--- config.mk ---
export PLATFORM = sky130hd
export DESIGN_NAME = javk_fetch
export DESIGN_NICKNAME = d
export VERILOG_FILES = /design/src/rtl/javk_pkg.sv /design/src/rtl/javk_fetch_fifo.sv /design/src/rtl/javk_fetch.sv
export SDC_FILE = /design/constraint.sdc
export NUM_CORES = 1
export LEC_CHECK = 0
export BUFFER_PORTS_ARGS = -buffer_cell sky130_fd_sc_hd__buf_4
export CAP_MARGIN = 10
export CORE_MARGIN = 2
export CORE_UTILIZATION = 60
export CTS_CLUSTER_SIZE = 28
export DETAILED_ROUTE_END_ITERATION = 6
export PLACE_DENSITY = 0.9
export SLEW_MARGIN = 0
export SYNTH_ARGS = -nofsm -noshare
export SYNTH_HDL_FRONTEND = slang
export SYNTH_SLANG_ARGS = --single-unit
--- constraint.sdc ---
create_clock -name clk -period 4.2 [get_ports clk]
set_clock_uncertainty 0.15 [all_clocks]
set_input_delay 0 -clock clk [delete_from_list [all_inputs] [get_ports clk]]
set_output_delay 0 -clock clk [all_outputs]
set_load 0.005 [all_outputs]
--- src/rtl/javk_pkg.sv ---
// javk_pkg: shared widths, fetch state encoding and prefetch queue entry type.
package javk_pkg;
    localparam int JAVK_ADDR_W = 16;
    localparam int JAVK_DATA_W = 8;
    typedef enum logic {IDLE, FETCH} fetch_state_t;
    typedef struct packed {
        logic [JAVK_ADDR_W-1:0] pc;
        logic [JAVK_DATA_W-1:0] data;
    } entry_t;
endpackage

--- src/rtl/javk_fetch_fifo.sv ---
// javk_fetch_fifo: single-clock prefetch queue of {pc, data} entries.
// Flush wins over push/pop; push and pop together are allowed even when full.
module javk_fetch_fifo import javk_pkg::*; #(
    parameter int DEPTH = 4,
    localparam int AW = $clog2(DEPTH),
    localparam int CW = AW + 1
) (
    input  logic          clk,
    input  logic          rst,
    input  logic          flush,
    input  logic          push,
    input  logic          pop,
    input  entry_t        din,
    output entry_t        dout,
    output logic [CW-1:0] count
);
    entry_t mem [DEPTH];
    logic [AW-1:0] rd, wr;
    always_ff @(posedge clk or negedge rst) begin
        if (!rst) begin
            rd <= '0;
            wr <= '0;
            count <= '0;
        end else if (flush) begin
            rd <= '0;
            wr <= '0;
            count <= '0;
        end else begin
            if (push) wr <= wr + 1'b1;
            if (pop) rd <= rd + 1'b1;
            count <= count + CW'(push) - CW'(pop);
        end
    end
    always_ff @(posedge clk) begin
        if (push) mem[wr] <= din;
    end
    assign dout = mem[rd];
endmodule

--- src/rtl/javk_fetch.sv ---
// javk_fetch: byte-wide instruction prefetcher feeding a small queue.
// Define JAVK_FETCH_WAIT_EN to honour bus_ready; otherwise every FETCH cycle completes.
module javk_fetch import javk_pkg::*; #(
    parameter int DEPTH = 4,
    parameter logic [JAVK_ADDR_W-1:0] RESET_VECTOR = 16'h0000
) (
    input  logic                   clk,
    input  logic                   rst,
    input  logic                   fetch_en,
    input  logic                   redirect_valid,
    input  logic [JAVK_ADDR_W-1:0] redirect_addr,
    output logic [JAVK_ADDR_W-1:0] addrbus,
    output logic                   bus_req,
    output logic                   rw,
    input  logic [JAVK_DATA_W-1:0] databus,
    input  logic                   bus_ready,
    output logic                   out_valid,
    input  logic                   out_ready,
    output logic [JAVK_DATA_W-1:0] out_data,
    output logic [JAVK_ADDR_W-1:0] out_pc
);
    localparam int CW = $clog2(DEPTH) + 1;
    fetch_state_t state, state_nxt;
    logic [JAVK_ADDR_W-1:0] pc;
    logic [CW-1:0] count, count_nxt;
    logic done, pop;
    entry_t head;
`ifdef JAVK_FETCH_WAIT_EN
    assign done = (state == FETCH) && bus_ready;
`else
    logic unused_bus_ready;
    assign unused_bus_ready = bus_ready;
    assign done = state == FETCH;
`endif
    assign out_valid = count != '0;
    assign pop = out_valid && out_ready;
    assign count_nxt = count + CW'(done) - CW'(pop);
    always_ff @(posedge clk or negedge rst) begin
        if (!rst) begin
            state <= IDLE;
            pc <= RESET_VECTOR;
        end else begin
            state <= state_nxt;
            pc <= redirect_valid ? redirect_addr : pc + JAVK_ADDR_W'(done);
        end
    end
    // A pending wait-state transfer is never abandoned except by redirect.
    always_comb begin
        state_nxt = redirect_valid ? IDLE :
                    (state == FETCH && !done) ? FETCH :
                    (fetch_en && count_nxt < CW'(DEPTH)) ? FETCH : IDLE;
    end
    always_comb begin
        bus_req = state == FETCH;
        addrbus = pc;
        rw = 1'b1;
    end
    javk_fetch_fifo #(.DEPTH(DEPTH)) u_fifo (
        .clk   (clk),
        .rst   (rst),
        .flush (redirect_valid),
        .push  (done),
        .pop   (pop),
        .din   ({pc, databus}),
        .dout  (head),
        .count (count)
    );
    assign out_data = head.data;
    assign out_pc = head.pc;
endmodule

Word-level counts from Yosys, hierarchy flattened
Memories as Yosys holds them, arrays and structs flattened.
Cells that the tools add are included.
{"block": "word_totals", "regBits": 24, "mem_bits_rw": 96, "in_bits": 30, "output_inout_bits": 43, "elab_cells": 27, "mem_count": 1}
{"block": "op_classes", "n_addsub": 5, "magnitude_cmp": 1, "mux": 10, "reduce_logical": 5}
{"memory": "u_fifo.mem", "words": 4, "width": 24, "rd": 1, "rd_ports_with_merged_regs": 0, "wr": 1, "line_no": "javk_fetch_fifo.sv:17", "rtl": "entry_t mem [DEPTH];"}
{"op": "16-bit by 1-bit adder with 16-bit output", "n": 1}
{"op": "16-bit 2-to-1 mux", "n": 1}
{"op": "2-bit 2-to-1 mux", "n": 4}
{"op": "2-bit by 1-bit adder with 2-bit output, second input constant", "n": 2}
{"op": "1-bit 2-to-1 mux", "n": 4}
{"op": "2-bit nonzero test", "n": 2}
{"op": "3-bit by 1-bit adder with 3-bit output", "n": 1}
{"op": "3-bit < comparator, second input constant", "n": 1}
{"op": "3-bit 2-to-1 mux", "n": 1}
{"op": "3-bit nonzero test", "n": 1}
{"op": "3-bit by 1-bit subtractor with 3-bit output", "n": 1}
{"op": "1-bit logical AND", "n": 2}

Logic depth before layout (Yosys ltp)
{"block": "logic_depth", "ltp_word": 7, "mapped_depth": 9, "mapped_depth_nobuf": 9}

Cells and area by module
Synthesis repeated with hierarchy kept, for this count alone.
{"block": "hier_totals", "hier_cells": 267, "area_unflattened_um2": 4943.5}
{"mod": "javk_fetch_fifo", "instances": 1, "cells_each": 162, "area_each_um2": 3927.5, "seq_area_each_um2": 3057.9}
{"mod": "javk_fetch", "instances": 1, "cells_each": 105, "area_each_um2": 1016.0, "seq_area_each_um2": 425.4}

Least setup slack after synthesis
Ideal clock, no wire load.
{"block": "synth_timing", "path_type": "register to register", "from": "reg u_fifo.count[1]", "to": "reg state, in the netlist bus_req", "setup_ns": 0.088, "arrival_time_ns": 2.015, "t_required_ns": 3.962, "slack_ns": 1.947, "path_stages_with_launch": 10, "path_buffers": 0, "synth_period_minus_slack_ns": 2.253, "path_cell_list": "dfrtp_1 > o31a_1 > ha_1 > inv_1 > ha_1 > inv_1 > fa_1 > xnor2_1 > xnor2_1 > nor3b_1"}
{"block": "synth_between", "elab_chain_cells": 7, "word_cells_on_any_way": 8, "cone_classes": "add/sub: 2; order compare: 1; mux: 2; reduce/logical: 3"}
{"element": "start, declared", "line_no": "javk_fetch_fifo.sv:15", "rtl": "output logic [CW-1:0] count"}
{"element": "start signal, assigned", "line_no": "javk_fetch_fifo.sv:31", "rtl": "count <= count + CW'(push) - CW'(pop);"}
{"element": "branches (longest 2 deep; another with 3-bit by 1-bit adder with 3-bit output)"}
{"element": "3-bit by 1-bit subtractor with 3-bit output (*)", "line_no": "javk_fetch.sv:37", "rtl": "assign count_nxt = count + CW'(done) - CW'(pop);"}
{"element": "3-bit < comparator (*)", "line_no": "javk_fetch.sv:51", "rtl": "(fetch_en && count_nxt < CW'(DEPTH)) ? FETCH : IDLE;"}
{"element": "1-bit logical AND (*)", "line_no": "javk_fetch.sv:51"}
{"element": "1-bit 2-to-1 mux (*)", "line_no": "javk_fetch.sv:51"}
{"element": "1-bit 2-to-1 mux (*)", "line_no": "javk_fetch.sv:49", "rtl": "state_nxt = redirect_valid ? IDLE :"}
{"element": "named net state_nxt", "line_no": "javk_fetch.sv:23", "rtl": "fetch_state_t state, state_nxt;"}
{"element": "end signal, assigned", "line_no": "javk_fetch.sv:43", "rtl": "state <= state_nxt;"}
{"element": "end, declared", "line_no": "javk_fetch.sv:23"}
Mark *: on every way through the listed nets, which the timed path passes.
A chain may end at the register's enable or synchronous reset.

Worst setup path after layout
Ends and elaborated chain as after synthesis.

==> metrics.txt <==
status finished, final reports clean; First-pass DRT Iterations 5; Post-Syn Nets 299; final WL 12,200 um; largest net degree at the start of global routing 39; die width 93.6 um; pwr dens 579 mW/mm^2; global route overflow 0; die area 0.00876 sq mm; proportion of layout cells with a drive suffix above 1 0.341; Slew headroom 0.391; final worst slack 1.10 ns; fin area 0.00665 sq mm; Max H-tree Level 4; Max Cap Viol 0; vias in the first global route 3,346; Seq/Total Area, Yosys 0.723; CP startpoint kind register; worst-path cell chain o31a_1 > ha_1 > inv_1 > ha_1 > inv_1 > fa_1 > xnor2_1 > xnor2_1 > nor3b_1 > dlygate4sd3_1; Initial DRC Count 226; Critical Path AT 3.41 ns; Root Buffer clkbuf_8; Clk Latency, worst-skew pair 0.52 ns; area delta synth->final 38.0%; Data required, critical path 4.51 ns; Fin. Hold Viols 0; via count 3,095; cell taking the most area after synthesis edfxtp_1; detailed-route DRC error count 0; worst setup path class reg -> reg; fmax 323 MHz; CP max stage cell dlygate4sd3_1; Fin Hold WS 0.0795 ns; filler cell count 313; gp weighted congestion 0.811; Syn Area/Cell 18.5 sq um; post-synth top area share 0.598; WL per Instance 23.5 um; Hold WC Path Type in -> reg; first-pass GRT wire length 19,100 um; core area 0.00777 sq mm; initial antenna violation count 0; Setup WS pre-CTS 1.77 ns; Area contributors post-synth edfxtp_1, dfrtp_1, mux4_2; commonest non-fill, non-tap cells in the layout edfxtp_1, buf_4, dlygate4sd3_1, mux4_2, dfrtp_1; NumNets Final 443; post-synthesis cell count 260; global-route usage over all layers 0.310; Vias/cell 5.96; Core Rows 32; endpoints failing setup 0; Setup TNS Final 0 ns; RSZ-0062 raised after global routing no; I/O Pins 73; Post-DRT Antenna Nets 0; critical path fanouts, max 4; # diodes 0; fin crit share 0.738; clock buffers created by TritonCTS 17; Synth cell types 31; starting density of the core 0.620; Tmin final 3.10 ns; CTS Buffer Depth 2; post-CTS setup buffer count 0; Worst-path clk slew 0.06 ns; measured slew at the worst slew-check pin 0.913 ns; Multi-input gate area 0.00125 sq mm; Max IR drop VDD 410 uV; Seq cells post-synth 120; count of input and output buffers 70; die height 93.6 um; Setup crit end kind register; Mapped Area 0.00482 sq mm; leak pwr 2.44 nW; Area after DPL 0.00545 sq mm; CTS sink cnt 120; most common cell after layout, fill and taps aside edfxtp_1; Slew Limit Fails 0; CP peak stage delay 0.59 ns; YS warnings 0; Sequential Area 0.00348 sq mm; detailed placement HPWL 5490 um; TritonCTS clock tree built
worst max-delay path, delay by kind of cell, from the launching register on:
kind	cells	cell delay [ns]
and+or+nand+nor	1	0.24
AOI/OAI and AO/OA	1	0.37
adders and majority gates	3	0.82
buffers and inverters	3	0.70
xor gates and xnor gates	2	0.31
DFF	1	0.44
state kept, by name, indices dropped and copies added (netlist names):
register      count
u_fifo.wr         2
addrbus          16
bus_req           1
u_fifo.rd         2
u_fifo.mem       96
u_fifo.count      3
repair_timing:
item	4_1_cts	5_1_grt
resized for setup	0	0
endpoints found under the setup margin	0	0
hold buffers	60	0
hold endpoints to repair	80	0
where the power goes:
group | switching (W) | internal, W | leakage [nW]
clock | 0.000569 | 0.000856 | 0.282
sequential | 0.000173 | 0.00144 | 1.17
combinational | 0.000312 | 0.000492 | 0.988
total | 0.00105 | 0.00279 | 2.44
cell families (layout without fill, tap and decap cells):
family,after synthesis,in the layout,share of synthesized area
flip-flops,120,120,0.723
AND/OR/NAND/NOR,51,51,0.0644
multiplexers,27,27,0.119
XOR/XNOR,19,19,0.0345
buffers and inverters,18,175,0.0171
AO/OA/AOI/OAI,15,15,0.0164
adder cells (fa/ha/maj),9,9,0.0249
other,1,1,0.000778
Yosys cell counts, drive strengths merged:
master / n
mux4: 24
conb: 1
nand2: 19
and4: 1
edfxtp: 96
fa: 1
nor4: 4
mux2i: 1
nand4: 5
nor3b: 1
o21ai: 14
inv: 7
buf: 6
nor3: 4
ha: 8
and2: 4
nand3: 4
xnor2: 14
xor2: 5
dfrtp: 24
nor2b: 2
clkbuf: 5
o31a: 1
mux2: 2
or3: 1
nor2: 6
layout make-up:
cell class,count,share of cell area
multi-input cells,122,0.188
repair buffers,136,0.177
well taps,102,0.0192
clock inverters,15,0.0247
inverters,7,0.00395
clock buffers,17,0.0623
flip-flops and latches,120,0.524
worst paths after layout:
| kind | from | endpoint | slack (ns) | cells past startpoint |
|---|---|---|---|---|
| setup / recovery | u_fifo.count[1]$_DFF_PN0_ | bus_req$_DFF_PN0_ | 1.10 | 10 |
| hold / removal | databus[3] | u_fifo.mem[1][3]$_DFFE_PP_ | 0.08 | 2 |
| setup reg to reg | u_fifo.count[1]$_DFF_PN0_ | bus_req$_DFF_PN0_ | 1.10 | 10 |
| hold reg to reg | addrbus[0]$_DFF_PN0_ | u_fifo.mem[3][8]$_DFFE_PP_ | 0.44 | 0 |
| max in group asynchronous | rst | u_fifo.rd[0]$_DFFE_PN0P_ | 3.11 | 4 |
| min in group asynchronous | rst | u_fifo.wr[1]$_DFFE_PN0P_ | 0.32 | 3 |
layer usage:
metal | up-vias | routed length, um | global-route usage
met5 | - | 0 | 0
met4 | 0 | 401 | 0.136
met3 | 37 | 932 | 0.0975
met2 | 181 | 6360 | 0.506
met1 | 1584 | 4510 | 0.386
li1 | 1293 | - | -
metrics by stage:
step | utilization | std cells | total power [W]
2_1_floorplan | - | 260 | 0.00198
3_3_place_gp | 0.702 | 426 | 0.00229
3_5_place_dp | 0.702 | 426 | 0.00232
4_1_cts | 0.854 | 518 | 0.00382
5_1_grt | 0.856 | 519 | 0.00400
6_report | 0.856 | 519 | 0.00385
Note: power is estimated with default switching activity, not from simulation.
